## config.mk

```make
export PLATFORM = sky130hd
export DESIGN_NAME = mem_bus_arbiter
export DESIGN_NICKNAME = d
export VERILOG_FILES = /design/src/rtl/mem_bus_arbiter.sv
export SDC_FILE = /design/constraint.sdc
export NUM_CORES = 1
export LEC_CHECK = 0
export ABC_AREA = 1
export CORE_MARGIN = 4
export CORE_UTILIZATION = 30
export CTS_BUF_LIST = sky130_fd_sc_hd__clkbuf_2 sky130_fd_sc_hd__clkbuf_4 sky130_fd_sc_hd__clkbuf_8
export DETAILED_ROUTE_END_ITERATION = 8
export DONT_BUFFER_PORTS = 1
export HOLD_SLACK_MARGIN = 0.12
export SYNTH_ARGS = -nofsm -noshare
export SYNTH_HDL_FRONTEND = slang
export SYNTH_SLANG_ARGS = --single-unit
```

## constraint.sdc

```tcl
create_clock -name clk -period 3.2 [get_ports clk]
set_input_delay 0.64 -clock clk [delete_from_list [all_inputs] [get_ports clk]]
set_output_delay 0.64 -clock clk [all_outputs]
set_load 0.02 [all_outputs]
```

## src/rtl/mem_bus_arbiter.sv

```systemverilog
// rtl/mem_bus_arbiter.sv - IFU/LSU arbiter onto a single memory port, one transaction in flight
module mem_bus_arbiter #(
   parameter int STARVE_LIMIT = 4,
   parameter int CNT_W        = 3
) (
   input  logic        clk,
   input  logic        rst_n,
   input  logic        ifu_req_valid,
   output logic        ifu_req_ready,
   input  logic [31:0] ifu_addr,
   output logic        ifu_rsp_valid,
   output logic [31:0] ifu_rdata,
   input  logic        lsu_req_valid,
   output logic        lsu_req_ready,
   input  logic [31:0] lsu_addr,
   input  logic        lsu_wen,
   input  logic [31:0] lsu_wdata,
   input  logic [3:0]  lsu_wmask,
   output logic        lsu_rsp_valid,
   output logic [31:0] lsu_rdata,
   output logic        mem_req_valid,
   input  logic        mem_req_ready,
   output logic [31:0] mem_addr,
   output logic        mem_wen,
   output logic [31:0] mem_wdata,
   output logic [3:0]  mem_wmask,
   input  logic        mem_rsp_valid,
   input  logic [31:0] mem_rdata,
   output logic        owner,
   output logic        busy
);
   typedef enum logic [1:0] {S_IDLE, S_REQ, S_WAIT} state_t;

   localparam logic [CNT_W-1:0] LIMIT = CNT_W'(STARVE_LIMIT);

   state_t           state, state_nxt;
   logic [CNT_W-1:0] starve_cnt;
   logic [31:0]      lat_addr, lat_wdata;
   logic             lat_wen, lat_owner;
   logic [3:0]       lat_wmask;
   logic             grant_ifu, grant_lsu;

   // rst_n is active-high; no grant may be issued while it is asserted
   always_comb begin
      grant_lsu = 1'b0;
      grant_ifu = 1'b0;
      if (state == S_IDLE && !rst_n) begin
         if (lsu_req_valid && !(ifu_req_valid && starve_cnt == LIMIT))
            grant_lsu = 1'b1;
         else if (ifu_req_valid)
            grant_ifu = 1'b1;
      end
   end

   always_ff @(posedge clk) begin
      if (rst_n) begin
         state      <= S_IDLE;
         starve_cnt <= '0;
         lat_addr   <= '0;
         lat_wdata  <= '0;
         lat_wen    <= 1'b0;
         lat_wmask  <= '0;
         lat_owner  <= 1'b0;
      end else begin
         state <= state_nxt;
         if (grant_lsu) begin
            lat_addr  <= lsu_addr;
            lat_wen   <= lsu_wen;
            lat_wdata <= lsu_wen ? lsu_wdata : 32'h0;
            lat_wmask <= lsu_wen ? lsu_wmask : 4'h0;
            lat_owner <= 1'b1;
            if (ifu_req_valid && starve_cnt != LIMIT)
               starve_cnt <= starve_cnt + 1'b1;
         end else if (grant_ifu) begin
            lat_addr   <= ifu_addr;
            lat_wen    <= 1'b0;
            lat_wdata  <= 32'h0;
            lat_wmask  <= 4'h0;
            lat_owner  <= 1'b0;
            starve_cnt <= '0;
         end
      end
   end

   always_comb begin
      state_nxt = state;
      case (state)
         S_IDLE:  if (grant_ifu || grant_lsu) state_nxt = S_REQ;
         S_REQ:   if (mem_req_ready) state_nxt = S_WAIT;
         S_WAIT:  if (mem_rsp_valid) state_nxt = S_IDLE;
         default: state_nxt = S_IDLE;
      endcase
   end

   // Responses are only honoured in WAIT; strays elsewhere are dropped
   always_comb begin
      ifu_req_ready = grant_ifu;
      lsu_req_ready = grant_lsu;
      mem_req_valid = (state == S_REQ);
      mem_addr      = lat_addr;
      mem_wen       = lat_wen;
      mem_wdata     = lat_wdata;
      mem_wmask     = lat_wmask;
      owner         = lat_owner;
      busy          = (state != S_IDLE);
      ifu_rsp_valid = 1'b0;
      ifu_rdata     = 32'h0;
      lsu_rsp_valid = 1'b0;
      lsu_rdata     = 32'h0;
      if (state == S_WAIT && mem_rsp_valid) begin
         if (lat_owner) begin
            lsu_rsp_valid = 1'b1;
            lsu_rdata     = mem_rdata;
         end else begin
            ifu_rsp_valid = 1'b1;
            ifu_rdata     = mem_rdata;
         end
      end
   end
endmodule

```

### Word-level counts from Yosys, hierarchy flattened

Cells that the tools add are included.

| cells by class | value |
|---|---|
| shift operators | 0 |
| bitwise logic cells | 0 |
| equal/unequal tests | 8 |
| multiply operators | 0 |
| magnitude comparators | 0 |
| reduce and logical (&&, ||, !) cells | 13 |
| multiplexer cells | 31 |
| $add $sub $neg | 1 |
| div/mod/pow operators | 0 |

Operators with widths:

| operator | count |
|---|---|
| 32-bit 2-to-1 mux | 9 |
| 1-bit 2-to-1 mux | 12 |
| 4-bit 2-to-1 mux | 3 |
| 3-bit 2-to-1 mux | 3 |
| 2-bit 2-to-1 mux | 3 |
| 2-bit by 1-bit != test with 1-bit output, second input constant | 3 |
| 2-bit one-hot mux with 3 select lines | 1 |
| 1-bit logical AND | 5 |
| 2-bit nonzero test | 2 |
| 3-bit by 1-bit adder with 3-bit output, second input constant | 1 |
| 3-bit equality test, second input constant | 1 |
| 3-bit != test, second input constant | 1 |
| 3-bit AND reduction | 1 |
| 2-bit by 1-bit equality test with 1-bit output, second input constant | 1 |
| 2-bit equality test, second input constant | 1 |
| 1-bit logical NOT | 2 |
| 2-bit logical NOT | 1 |
| 2-bit != test, second input constant | 1 |
| 2-bit AND reduction | 1 |
| 1-bit logical OR | 1 |

| storage, ports and cells | value |
|---|---|
| input port bits | 139 |
| RAM bits | 0 |
| ROM bits | 0 |
| bits in latches | 0 |
| logic and storage cells | 60 |
| output and inout port bits | 140 |
| register bits | 75 |
| memories | 0 |

### Longest topological paths before layout

Gate-level depths: netlist of run 1.

| depth | value |
|---|---|
| word-level depth | 9 |
| depth in mapped cells | 10 |
| gate-level depth less buffers | 9 |

### Worst setup path after synthesis of run 1

OpenSTA, ideal clock, no wires.

| timing | value |
|---|---|
| path type | input to output |
| start point | in mem_rsp_valid |
| end point | out ifu_rdata[22] |
| stages on the path | 5 |
| data required time | 2560 ps |
| path buffers | 1 |
| arrival | 1523 ps |
| slack | 1037 ps |
| cells stage by stage | inv_1 -> nor3_1 -> nand2_2 -> buf_6 -> nor2_1 |

| between the ends | value |
|---|---|
| word-level cells in the longest chain between the ends | 2 |

Ends and longest elaborated chain:

| element | RTL line | text |
|---|---|---|
| start: declaration | 27 | `input logic mem_rsp_valid,` |
| 1-bit logical AND | 110 | `if (state == S_WAIT && mem_rsp_valid) begin` |
| 32-bit 2-to-1 mux | 110 |  |
| end: declaration | 12 | `output logic [31:0] ifu_rdata,` |

Every way passes these cells.

### Final worst setup path of run 1

| timing | value |
|---|---|
| start point | reg state[1] |
| end point | out ifu_rdata[9] |

| between the ends | value |
|---|---|
| word-level cells in the longest chain between the ends | 3 |

Ends and longest elaborated chain:

| element | RTL line | text |
|---|---|---|
| start: declaration | 36 | `state_t state, state_nxt;` |
| start signal: assignment | 65 | `state <= state_nxt;` |
| 2-bit equality test | 110 |  |
| 1-bit logical AND | 110 |  |
| 32-bit 2-to-1 mux | 110 |  |

Every way passes these cells.

==> out/results.tsv, run 1 <==
metric	value	unit
Leak	1.838	nW
post-route ant nets	0	
Psw	0.6698	mW
worst slack, placed	564.8	ps
worst path arrival time	2110	ps
Comb power frac	12.8	%
crit path time final	2748	ps
Die X	121.3	um
Routed WL per cell	17.35	um
number of max-cap violations	0	
sw frac	31.79	%
number of global-route vias before repair	3321	
pin count of the biggest net entering global routing	75	
CTS tree	built	
#FFs+latches synth	75	
layout cells sized above 1	5.739	%
Slew headroom	62.07	%
peak supply drop	0.0002401	V
sequential area share after synthesis	39.01	%
die height	121.3	um
grt ovf	0	
Initial Utilization	30.62	%
Post-DP Area	3879	sq um
clk sinks	75	
syn nets	734	
library cells used by synthesis	25	
Hold Crit Class	input pin to register	
Worst R2R Setup Slack	890	ps
Design Area, Final	4081	sq um
postcts setup bufs	0	
DR vias/cell	4.892	
P&R area growth vs syn	6.047	%
post-route setup slack	451.9	ps
Worst-Margin Slew	566.8	ps
crit path max fanout	33	
dpl hpwl	9.960	mm
Critical Path RT	2560	ps
skew final	15.38	ps
Final setup viols	0	
Int Pwr	1.437	mW
sequential power share	52.0	%
Pre-antenna DRT Iters	5	
Pwr Density	516.3	nW/um^2
setup repair after global routing missed its margin	false	
Hold Buf Count CTS	0	
crit start category	register	
worst-case clock buffer depth	2	
# resized after CTS	0	
outcome	finished, final reports clean	
placer congestion estimate	0.7428	
crit path kind	register to output port	
initial antenna violation count	0	
via count	3659	
Rows	41	
clock root cell	clkbuf_8	
placed insts	731	
H-tree depth	3	
yosys warns	0	
I/O Pins	279	
Mapped Area	3849	sq um
die area	14710	sq um
Fin. Hold Viols	0	
Clock Pin Slew Worst Setup and Hold Paths	90	ps
Post-Layout Cell Count	748	
Final nets	711	
first-iteration detailed-routing DRC count	209	
clock latency on the worst-skew pair	360	ps
final period utilization	85.88	%
Clock power frac	35.2	%
critical path endpoint category	output port	
cells after synthesis	593	
Mapped Avg Cell Area	6.490	sq um
GRT Util Overall	16.75	%
Core ar.	12570	sq um
setup_tns	0	ps
Peak Freq	0.3639	GHz
DRT Wirelength	12.98	mm
CTS Buf Count	9	
first-pass GRT wire length	18.43	mm
IO Port Bufs	0	
max-slew violation count	0	
DRC violations left	0	
[power groups by stage]
stage / Sequential [mW] / Clock [mW] / Combinational [mW]
after floorplan: 1.10 / 0 / 0.242
after global placement: 1.12 / 0 / 0.261
after detailed placement: 1.12 / 0 / 0.271
after CTS: 1.10 / 0.778 / 0.273
after global routing: 1.10 / 0.821 / 0.309
final: 1.10 / 0.742 / 0.269
[worst max-delay path, cell delays in order, from the launching register on]
cell,delay [ps]
dfxtp_1,370
inv_2,70
nor3_1,390
nand2_2,440
nor2_1,470
[layout by cell type (no fill, tap or decap), types with 4 or more instances in the layout]
cell type / n
nand3_1: 72
dfxtp_1: 75
a21oi_1: 73
inv_1: 106
nor2_1: 68
buf_4: 6
o21ai_0: 30
o21ai_1: 4
nand2_1: 107
clkbuf_8: 9
[stage by stage]
stage / util, % / total power [mW] / hold slack [ps]
6_report: 32.47 / 2.107 / 337.4
4_1_cts: 32.45 / 2.148 / 295.2
3_3_place_gp: 30.86 / 1.379 / 476.8
2_1_floorplan: - / 1.343 / 468.2
3_5_place_dp: 30.86 / 1.390 / 494.0
5_1_grt: 32.45 / 2.232 / 291.3
[final cells by class]
cell class                 count  area [sq um]
antenna                        1         2.502
clock buffer                   9         123.9
clock inverter                 7         76.32
fill                        1392          8487
inverter                     110         412.9
multi-input combinational    367          1684
sequential                    75          1501
tap                          172         215.2
timing repair buffer           7         65.06
[final timing paths]
check / start / end / cells past startpoint
hold reg to reg: starve_cnt[2]$_SDFFE_PP0P_ / starve_cnt[2]$_SDFFE_PP0P_ / 2
setup reg to reg: starve_cnt[0]$_SDFFE_PP0P_ / mem_addr[1]$_SDFFE_PP0P_ / 11
hold / removal: rst_n / mem_wdata[9]$_SDFFE_PP0P_ / 1
setup / recovery: state[1]$_SDFFE_PP0P_ / ifu_rdata[9] / 4
[cells in the mapped netlist, drive strengths merged]
cell	number	area (sq um)
a21oi	74	374.1
buf	34	231.5
clkbuf	7	26.28
clkinv	2	7.510
dfxtp	75	1501
ha	2	25.02
inv	108	405.4
nand2	110	420.4
nand3	73	377.9
nor2	70	272.8
nor3	1	5.000
o21ai	35	186.4
o22ai	1	6.260
xor2	1	8.760
[metal layers]
layer / share of wire, % / GRT usage (%)
met1: 39 / 19.21
met5: 0 / 0
met3: 9.7 / 5.455
met4: 2.1 / 7.283
met2: 49 / 28.48
[flip-flops by register name, indices dropped and copies added (netlist names)]
signal	cells
mem_addr	32
mem_wdata	32
mem_wmask	4
starve_cnt	3
state	2
mem_wen	1
owner	1
[logic make-up (layout without fill, tap and decap cells)]
group                      count (synthesis)  after routing  share of synthesized area, %
and+or+nand+nor                          254            254                         27.96
adders and majority gates                  2              2                        0.6501
AOI/OAI and AO/OA                        110            110                         14.73
other                                      0              1                             0
xor gates and xnor gates                   1              1                        0.2276
buffers and inverters                    151            133                         17.43
DFF                                       75             75                         39.01
(Power assumes the default switching activity.)
==> inputs of run 2 (changes only) <==
--- a/config.mk
+++ b/config.mk
@@ -6,12 +6,13 @@
 export NUM_CORES = 1
 export LEC_CHECK = 0
 export ABC_AREA = 1
-export CORE_MARGIN = 4
-export CORE_UTILIZATION = 30
+export CORE_AREA = 4 4 107 109
 export CTS_BUF_LIST = sky130_fd_sc_hd__clkbuf_2 sky130_fd_sc_hd__clkbuf_4 sky130_fd_sc_hd__clkbuf_8
 export DETAILED_ROUTE_END_ITERATION = 8
+export DIE_AREA = 0 0 111 113
 export DONT_BUFFER_PORTS = 1
 export HOLD_SLACK_MARGIN = 0.12
+export SETUP_SLACK_MARGIN = 0.02
 export SYNTH_ARGS = -nofsm -noshare
 export SYNTH_HDL_FRONTEND = slang
 export SYNTH_SLANG_ARGS = --single-unit
==> out/results.tsv, run 2 (synthesis results as in run 1) <==
metric	value	unit	change
outcome	finished, final reports clean		
clock latency on the worst-skew pair	340	ps	-20 ps
Clock Pin Slew Worst Setup and Hold Paths	80	ps	about the same
Routed WL per cell	17.17	um	-1.1%
dpl hpwl	9.398	mm	-5.6%
worst slack, placed	568.1	ps	+3.314 ps
Comb power frac	12.1	%	-0.7 points
critical path launch point	state[1]$_SDFFE_PP0P_		
worst reg-to-reg path cell count	9		-2
DRT Wirelength	12.27	mm	-5.4%
DR vias/cell	4.982		+1.8%
setup repair after global routing missed its margin	false		
Final nets	710		-0.14%
peak supply drop	0.0002564	V	+6.8%
crit path time final	2724	ps	-24.46 ps
reg2reg end	mem_wmask[0]$_SDFFE_PP0P_		
crit path kind	register to output port		
Psw	0.6349	mW	-5.2%
most common cell after layout, fill and taps aside	nand2_1		
Hold Crit Class	input pin to register		
Max stage delay on crit path	460	ps	about the same
first-iteration detailed-routing DRC count	179		-14%
DRC violations left	0		unchanged
Clock power frac	37.7	%	+2.5 points
Final Core Density	38.33	%	+5.9 points
placer congestion estimate	1.051		+41%
crit path max fanout	33		unchanged
Int Pwr	1.546	mW	+7.6%
clock root cell	clkbuf_8		
P&R area growth vs syn	5.592	%	
number of global-route vias before repair	3408		+2.6%
Critical Path RT	2560	ps	about the same
Worst R2R Setup Slack	1190	ps	+300 ps
clk sinks	75		unchanged
critical-path cell list	inv_2, nor3_1, nand2_2, nor2_1		
CTS tree	built		
via count	3562		-2.7%
hold path startpoint	rst_n		
post-route setup slack	476.4	ps	+24.46 ps
Post-Layout Cell Count	715		-4.4%
die height	113	um	-6.8%
Peak Freq	0.3672	GHz	+0.90%
GRT Util Overall	18.44	%	+1.7 points
layout cells sized above 1	5.575	%	-0.16 points
die area	12540	sq um	-15%
Slew headroom	42.57	%	-20 points
number of max-cap violations	0		unchanged
highest-count cells in the layout ignoring fill and taps	nand2_1 (107), inv_1 (106), dfxtp_1 (75)		
CTS Buf Count	9		unchanged
sw frac	29.11	%	-2.7 points
placed insts	698		-4.5%
Hold Buf Count CTS	0		unchanged
Fin. Hold Viols	0		unchanged
Rows	38		-7.3%
postcts setup bufs	0		unchanged
sequential power share	50.2	%	-1.8 points
post-route ant nets	0		unchanged
Die X	111	um	-8.5%
Core ar.	10600	sq um	-16%
Final setup viols	0		unchanged
worst-case clock buffer depth	2		unchanged
Initial Utilization	36.30	%	+5.7 points
Crit-path slowest cell	nor2_1		
Crit Reg-Reg Startpoint	starve_cnt[0]$_SDFFE_PP0P_		
I/O Pins	279		unchanged
first-pass GRT wire length	18.20	mm	-1.2%
Leak	1.851	nW	+0.69%
crit start category	register		
setup_tns	0	ps	unchanged
grt ovf	0		unchanged
Worst-Margin Slew	859.6	ps	+292.8 ps
worst path arrival time	2080	ps	-30 ps
H-tree depth	3		unchanged
skew final	8.966	ps	-6.409 ps
CP Capture Point	ifu_rdata[24]		
Pwr Density	536.6	nW/um^2	+3.9%
Filler Cells Inserted	1140		-18%
initial antenna violation count	2		+2
# resized after CTS	0		unchanged
max-slew violation count	0		unchanged
critical path endpoint category	output port		
final period utilization	85.11	%	-0.76 points
pin count of the biggest net entering global routing	75		unchanged
Pre-antenna DRT Iters	6		+1
IO Port Bufs	0		unchanged
-- run 2: power by group through the flow --
stage	clock network, mW	logic (mW)	registers, mW
CTS	0.853	0.267	1.10
detailed placement	0	0.266	1.12
floorplan	0	0.242	1.10
global route	0.894	0.304	1.10
global placement	0	0.258	1.12
finish	0.821	0.264	1.10
-- run 2: area by class of cell --
cell class / count / area [sq um] / share of cell area [%]
Clock inverter: 5 / 85.08 / 2.094
Tap cell: 140 / 175.2 / 4.310
Multi-Input combinational cell: 367 / 1684 / 41.44
Sequential cell: 75 / 1501 / 36.95
Timing Repair Buffer: 6 / 57.56 / 1.416
Antenna cell: 1 / 2.502 / 0.06158
Clock buffer: 11 / 145.1 / 3.571
Inverter: 110 / 412.9 / 10.16
-- run 2: through the flow --
step	hold WS, ps	power (mW)	cell area (sq um)
floorplan	468.2	1.343	3849
global placement	483.1	1.379	3831
detailed placement	491.2	1.387	3831
CTS	339.8	2.220	4061
global route	328.8	2.300	4064
finish	361.5	2.181	4064
-- run 2: worst min path at each step --
| stage | depth (start not counted) | to |
|---|---|---|
| finish | 1 | mem_wmask[1]$_SDFFE_PP0P_ |
| global route | 1 | mem_wmask[1]$_SDFFE_PP0P_ |
| CTS | 1 | mem_wdata[17]$_SDFFE_PP0P_ |
| detailed placement | 2 | starve_cnt[2]$_SDFFE_PP0P_ |
| global placement | 2 | starve_cnt[2]$_SDFFE_PP0P_ |
| floorplan | 2 | starve_cnt[1]$_SDFFE_PP0P_ |
-- run 2: routing by layer --
metal | up-vias | GRT usage, % | routed length [um]
met1 | 1589 | 17.77 | 4370
met3 | 18 | 8.449 | 1269
met4 | 2 | 7.307 | 311
li1 | 1779 | - | -
met2 | 174 | 34.22 | 6308
met5 | - | 0 | 13
-- run 2: critical path, delay by kind of cell (launching register included) --
family,cells,cell delay (ps)
AND/OR/NAND/NOR,3,1310
buffers and inverters,1,70
flip-flops,1,370
